--- src/rtl/interrupt_control_block.sv ---
// interrupt_control_block
//   Four-line interrupt controller that drives the processor's single
//   interrupt input. Rising edges on irq_req are latched into pending.
//   pending is ANDed with the enable mask, and the lowest eligible index
//   wins. The request, with its jump vector, is held until irq_ack. The
//   in-service period is then tracked until eoi.
//
// Ports
//   clk         processor clock, rising edge
//   reset       synchronous, active-high
//   irq_req     external request lines (rising edge = request)
//   mask_we     load mask_in into the enable register
//   mask_in     new enable mask (1 = enabled)
//   irq_ack     core took the jump (honoured only while requesting)
//   eoi         handler finished (honoured only while in service)
//   interrupt   registered request to jump control
//   irq_vector  registered handler address
//   irq_id      registered index of the current or in-service line
//   in_service  high while a handler is running
//   pending     latched, not-yet-acknowledged edges
//   enable      current mask register
module interrupt_control_block #(
  parameter logic [15:0] VECTOR_BASE   = 16'h00F0,
  parameter logic [15:0] VECTOR_STRIDE = 16'd4
) (
  input  logic        clk,
  input  logic        reset,
  input  logic [3:0]  irq_req,
  input  logic        mask_we,
  input  logic [3:0]  mask_in,
  input  logic        irq_ack,
  input  logic        eoi,
  output logic        interrupt,
  output logic [15:0] irq_vector,
  output logic [1:0]  irq_id,
  output logic        in_service,
  output logic [3:0]  pending,
  output logic [3:0]  enable
);

  typedef enum logic [1:0] {
    ST_IDLE,
    ST_REQ,
    ST_SERVICE
  } state_t;

  state_t      r_state;
  state_t      w_state_nxt;

  logic [3:0]  r_irq_q;
  logic [3:0]  r_pending;
  logic [3:0]  r_enable;
  logic        r_interrupt;
  logic [15:0] r_irq_vector;
  logic [1:0]  r_irq_id;
  logic        r_in_service;

  logic [3:0]  w_edge;
  logic [3:0]  w_eligible;
  logic [3:0]  w_clr;
  logic [3:0]  w_pending_nxt;
  logic [1:0]  w_win;
  logic        w_any;
  logic [15:0] w_win_vector;

  logic        w_interrupt_nxt;
  logic [15:0] w_irq_vector_nxt;
  logic [1:0]  w_irq_id_nxt;
  logic        w_in_service_nxt;

  assign w_edge     = irq_req & ~r_irq_q;
  assign w_eligible = r_pending & r_enable;
  assign w_any      = |w_eligible;

  // Fixed priority: IRQ0 highest.
  always_comb begin
    casez (w_eligible)
      4'b???1: w_win = 2'd0;
      4'b??10: w_win = 2'd1;
      4'b?100: w_win = 2'd2;
      4'b1000: w_win = 2'd3;
      default: w_win = 2'd0;
    endcase
  end

  // The sum is kept at 16 bits, so the vector wraps modulo 2^16.
  assign w_win_vector = VECTOR_BASE + VECTOR_STRIDE * {14'd0, w_win};

  // A new edge on the acknowledged line overrides the clear.
  assign w_clr         = (r_state == ST_REQ && irq_ack) ? (4'b0001 << r_irq_id) : '0;
  assign w_pending_nxt = (r_pending & ~w_clr) | w_edge;

  always_comb begin
    w_state_nxt      = r_state;
    w_interrupt_nxt  = r_interrupt;
    w_irq_vector_nxt = r_irq_vector;
    w_irq_id_nxt     = r_irq_id;
    w_in_service_nxt = r_in_service;
    case (r_state)
      ST_IDLE: begin
        if (w_any) begin
          w_state_nxt      = ST_REQ;
          w_interrupt_nxt  = 1'b1;
          w_irq_id_nxt     = w_win;
          w_irq_vector_nxt = w_win_vector;
        end
      end
      ST_REQ: begin
        if (irq_ack) begin
          w_state_nxt      = ST_SERVICE;
          w_interrupt_nxt  = 1'b0;
          w_in_service_nxt = 1'b1;
        end
      end
      ST_SERVICE: begin
        if (eoi) begin
          w_state_nxt      = ST_IDLE;
          w_in_service_nxt = 1'b0;
        end
      end
      default: w_state_nxt = ST_IDLE;
    endcase
  end

  always_ff @(posedge clk) begin
    // irq_q also tracks irq_req during reset, so lines held high
    // through reset produce no edge.
    r_irq_q <= irq_req;
    if (reset) begin
      r_state      <= ST_IDLE;
      r_pending    <= '0;
      r_enable     <= '1;
      r_interrupt  <= 1'b0;
      r_irq_vector <= '0;
      r_irq_id     <= '0;
      r_in_service <= 1'b0;
    end else begin
      r_state      <= w_state_nxt;
      r_pending    <= w_pending_nxt;
      r_interrupt  <= w_interrupt_nxt;
      r_irq_vector <= w_irq_vector_nxt;
      r_irq_id     <= w_irq_id_nxt;
      r_in_service <= w_in_service_nxt;
      if (mask_we) r_enable <= mask_in;
    end
  end

  assign interrupt  = r_interrupt;
  assign irq_vector = r_irq_vector;
  assign irq_id     = r_irq_id;
  assign in_service = r_in_service;
  assign pending    = r_pending;
  assign enable     = r_enable;

endmodule

--- config.mk ---
export PLATFORM = sky130hd
export DESIGN_NAME = interrupt_control_block
export DESIGN_NICKNAME = d
export VERILOG_FILES = /design/src/rtl/interrupt_control_block.sv
export SDC_FILE = /design/constraint.sdc
export NUM_CORES = 1
export LEC_CHECK = 0
export ABC_CLOCK_PERIOD_IN_PS = 1000
export CELL_PAD_IN_SITES_DETAIL_PLACEMENT = 0
export CELL_PAD_IN_SITES_GLOBAL_PLACEMENT = 2
export CORE_ASPECT_RATIO = 0.5
export CORE_MARGIN = 2
export CORE_UTILIZATION = 19
export DETAILED_ROUTE_END_ITERATION = 12
export PLACE_DENSITY = 0.81
export SLEW_MARGIN = 20
export SYNTH_ARGS = -nofsm -noshare
export SYNTH_HDL_FRONTEND = slang
export SYNTH_SLANG_ARGS = --single-unit
--- constraint.sdc ---
create_clock -name clk -period 1 [get_ports clk]
set_input_delay 0.2 -clock clk [delete_from_list [all_inputs] [get_ports clk]]
set_output_delay 0.2 -clock clk [all_outputs]
set_load 0.02 [all_outputs]
## Word-level counts from Yosys, hierarchy flattened

Index checks and enable logic that the tools add are counted.
Widths: inputs -> output; s select.

| cells by class | value |
|---|---|
| add/sub/neg operators | 1 |
| $mul | 0 |
| divide/modulo/power cells | 0 |
| $lt $le $gt $ge | 0 |
| equal/unequal tests | 8 |
| shift-type cells | 1 |
| mux-type cells | 12 |
| bitwise gates (word level) | 6 |
| reductions and logical operators | 9 |

Operators with widths:

| cell | number |
|---|---|
| $and 4x4->4 | 3 |
| $pmux 2 s3 | 2 |
| $add 8x4->9 const A | 1 |
| $reduce_and 3->1 | 3 |
| $not 4->4 | 2 |
| $mux 2 | 3 |
| $ne 2x2->1 const B | 3 |
| $eq 2x2->1 const B | 2 |
| $eq 4x4->1 const B | 1 |
| $mux 1 | 4 |
| $mux 4 | 1 |
| $or 4x4->4 | 1 |
| $pmux 1 s2 | 2 |
| $reduce_bool 2->1 | 2 |
| $reduce_or 4->1 | 1 |
| $shl 1x2->4 const A | 1 |
| $eq 3x3->1 const B | 1 |
| $eq 2x1->1 const B | 1 |
| $logic_not 2->1 | 1 |
| $reduce_and 2->1 | 1 |
| $logic_and 1x1->1 | 1 |

| word-level totals | value |
|---|---|
| bits in registers | 34 |
| latch bits | 0 |
| RAM bits | 0 |
| ROM bits | 0 |
| bits of input ports | 13 |
| output and inout port bits | 28 |
| word-level logic and storage cells | 45 |
| memories kept | 0 |

## Depth between registers and ports, before layout

| logic depth | value |
|---|---|
| depth in word-level cells | 6 |
| mapped depth | 3 |
| depth with buffers taken out | 3 |

## Least setup slack after synthesis

Ideal clock, no wire load.

| timing | value |
|---|---|
| path type | reg-to-reg |
| from | register r_pending[1], in the netlist pending[1] |
| to | register r_state[0] |
| library setup time | 0.112 ns |
| arrival time | 0.987 ns |
| path slack | -0.100 ns |
| stages on the path, launching flop included | 4 |
| path through | dfxtp_1 -> a22o_2 -> nor3_1 -> a2111oi_1 |

| on the way | value |
|---|---|
| cells in the longest elaborated chain, start to end | 4 |

Ends and longest elaborated chain:

| element | RTL line | text |
|---|---|---|
| from (decl) | 51 | `logic [3:0] r_pending;` |
| from (signal assigned) | 139 | `r_pending <= w_pending_nxt;` |
| $and 4x4->4 | 72 | `assign w_eligible = r_pending & r_enable;` |
| $reduce_or 4->1 | 73 | `assign w_any = \|w_eligible;` |
| $ne 2x2->1 (no line) | n/a |  |
| $reduce_and 3->1 (no line) | n/a |  |
| to (signal assigned) | 138 | `r_state <= w_state_nxt;` |
| to (decl) | 47 | `state_t r_state;` |

No other way between the ends.
A chain may end at the register's enable or synchronous reset.

## Final worst setup path

| timing | value |
|---|---|
| from | register r_state[1] |
| to | register r_state[1] |

| on the way | value |
|---|---|
| cells in the longest elaborated chain, start to end | 3 |
| elaborated cells between the ends (all ways) | 8 |
| those cells by class | eq/ne (5); mux (1); reduce/logical (2) |

Ends and longest elaborated chain:

| element | RTL line | text |
|---|---|---|
| $eq 2x2->1, or another cell as far along | 99 | `case (r_state)` |
| $ne 2x2->1 (no line) | n/a |  |
| $reduce_and 3->1 (no line) | n/a |  |

Parallel ways exist; a longest one is shown, timed or not.

==> flow_summary_export.csv <==
group,metric,value,unit
status,status,"finished, violations left",
status,violations,"setup timing",
place,place_congestion,0.748,
logic_synthesis,synth-compound-area-share,0.224,
logic_synthesis,synth_area,808,µm²
clock_tree,numCtsBuffers,3,
layout,final_core_util,0.322,
grt,grt_max_degree,12,
grt,grt_use_total,0.0885,
logic_synthesis,synthSimpleGateAreaFrac,0.147,
layout,multi_input_area,395,µm²
timing,fin_ws,-0.00292,ns
critical_path,rrSetupSlack,-0.003,ns
floorplan,coreArea,3980,µm²
layout,layout-drive-gt1-share,0.459,
critical_path,worst-endpoint-required,1.19,ns
timing,fmax,997,MHz
routing,dr_total_vias,704,
clock_tree,numClockSinks,19,
routing,vias_per_cell,4.00,
logic_synthesis,yosysUniqueCellTypes,23,
clock_tree,cts_buffer_depth,2,
clock_tree,cts-htree-levels,1,
critical_path,cp-start-kind,"flip-flop",
routing,ant_nets,0,
place,portBuffers,30,
floorplan,row_count,16,
critical_path,slowest_stage,"dfxtp_2",
routing,drtIter0Drc,15,
logic_synthesis,syn_avg_cell_area,9.62,µm²
timing,maxSlewViolCount,0,
timing,setup_viol,1,
layout,fin_area,1280,µm²
grt,antenna_found_initial,0,
logic_synthesis,synth_top_family_by_area,"compound AO/OA/AOI/OAI gates",
floorplan,io_pins,41,
logic_synthesis,yosys.area.top_type_share,0.471,
critical_path,criticalPathCategory,"reg -> reg",
layout,nets,136,
critical_path,crit_family,"flip-flops",
clock_tree,clk_latency,0.26,ns
power,p_leak,0.549,nW
critical_path,critical_path.max_fanout,7,
routing,first_pass_iters,4,
power,powerDensity,1560,nW/µm²
routing,drcViolationCount,0,
routing,routedWlPerCell,11.2,µm
floorplan,die_h,50.1,µm
critical_path,worstPathArrival,1.19,ns
layout,fill_cells,406,
clock_tree,cts_tree,"done",
floorplan,die_w,96.2,µm
logic_synthesis,yosys_warnings,0,
logic_synthesis,synth_top_area_cell,"dfxtp_1",
timing,post-route-min-period,1.00,ns
clock_tree,cts.clk_slew.worst_paths,0.07,ns
layout,syn2layout_area_growth,58.8,%
flow_run,max_cap_viol_count,0,
critical_path,cpPeakStageDelay,0.41,ns
logic_synthesis,synthXorXnorAreaFrac,0,
logic_synthesis,ys_seq_elements,19,
critical_path,end_kind,"flip-flop",
timing,skew,0.00220,ns
logic_synthesis,netlist_instances,84,
layout,ff_latch_area,409,µm²
place,hpwl,1430,µm
logic_synthesis,synthMuxAreaShare,0,
critical_path,crit_chain,"or3b_1 > a21oi_2",
routing,drt_wl_total,1980,µm
floorplan,design.die.area,4820,µm²
timing,rsz0062_at_grt,"yes",
critical_path,path_buf_inv,0,
logic_synthesis,ys_seq_area_frac,0.471,
place,placed_area,1230,µm²
logic_synthesis,synth_area_leaders,"dfxtp_1, buf_4, a21oi_1, a211o_1, nor2b_1",
logic_synthesis,synthAdderAreaFrac,0,
floorplan,initial_core_util,0.203,
power,peakVddDrop,0.000523,V
timing,period_share,1.00,
layout,antennaDiodeCount,0,
grt,grt_pass1_wl,3230,µm
clock_tree,cts_root_buf,"clkbuf_8",
grt,grt_overflow_total,0,
hold_path,hold_path.class,"in -> reg",
timing,hold_viol,0,
grt,grt_pass1_vias,675,
[power by group]
group	switching (mW)	leakage, nW	internal (mW)	total [mW]
clock network	0.264	0.0255	0.277	0.541
logic	0.280	0.362	0.280	0.560
registers	0.0780	0.162	0.828	0.906
[placed cells by master, fill, tap and decap left out, types with 5 or more instances in the layout]
cell type        netlist  final
buf_4                 15     18
dfxtp_4                0      5
conb_1                 1     10
clkdlybuf4s50_1        0      9
dfxtp_1               19      6
nor2b_1                5      5
o21ai_1                6      5
dfxtp_2                0      8
a21oi_1                9      9
buf_6                  0      7
[routing by layer]
metal / wire [µm] / vias to the layer above / GRT usage
met5: 0 / - / 0
li1: - / 351 / -
met4: 0 / 0 / 0.0286
met2: 996 / 20 / 0.140
met1: 876 / 333 / 0.111
met3: 106 / 0 / 0.0336
[cell usage after synthesis]
library cell  instances
nand4bb_1             1
a22o_2                1
conb_1                1
nor3_1                1
a211oi_1              2
a2111oi_1             1
o21ai_1               6
a32o_1                1
nand2b_1              4
nor2b_1               5
or3b_1                1
inv_1                 2
dfxtp_1              19
clkbuf_1              1
nand3b_1              1
a22o_1                2
a21oi_1               9
nand4b_1              1
nor2_2                1
buf_4                15
a211o_1               4
nand2_1               4
a21oi_2               1
[flip-flops by register name, summed over array words and instances, names as in the netlist]
| register | cells |
|---|---|
| irq_id | 1 |
| interrupt | 1 |
| r_state | 2 |
| enable | 4 |
| r_irq_q | 4 |
| irq_vector | 2 |
| pending | 4 |
| in_service | 1 |
[area by class of cell]
type                            instances  share of cell area
Tap cell                               54              0.0526
Sequential cell                        19               0.319
Clock inverter                          1             0.00390
Inverter                                2             0.00585
Clock buffer                            3              0.0322
Multi-Input combinational cell         56               0.308
Timing Repair Buffer                   41               0.279
[stage by stage]
| step | total power, mW | setup TNS, ns | worst slack [ns] | cells | hold WS, ns |
|---|---|---|---|---|---|
| 2_1_floorplan | 1.23 | 0 | 0.000783 | 93 | 0.228 |
| 3_3_place_gp | 1.47 | -6.24 | -0.293 | 177 | 0.467 |
| 3_5_place_dp | 1.47 | -6.43 | -0.313 | 177 | 0.469 |
| 4_1_cts | 1.97 | -0.00293 | -0.00293 | 175 | 0.412 |
| 5_1_grt | 2.12 | -0.356 | -0.0670 | 176 | 0.354 |
| 6_report | 2.01 | -0.00292 | -0.00292 | 176 | 0.338 |
[what timing repair did]
item	in CTS	in global routing
pin swaps	8	1
endpoints found under the hold margin	0	0
hold buffers	0	0
resized for setup	89	25
buffers inserted	0	1
setup endpoints to repair	25	26
[kinds of logic after synthesis]
logic type	Yosys count
compound gates	27
flops	19
simple gates	19
buf+inv	18
other cells	1
[final timing paths]
path                                              start                 endpoint  cells past startpoint
worst max register to register  r_state[1]$_SDFFE_PP0P_  r_state[1]$_SDFFE_PP0P_                      2
worst min register to register       r_irq_q[2]$_DFF_P_    pending[2]$_SDFF_PP0_                      2
worst max-delay path            r_state[1]$_SDFFE_PP0P_  r_state[1]$_SDFFE_PP0P_                      2
worst min-delay path                            irq_ack  r_state[0]$_SDFFE_PP0P_                      2
Power figures use the tool's default switching activity.
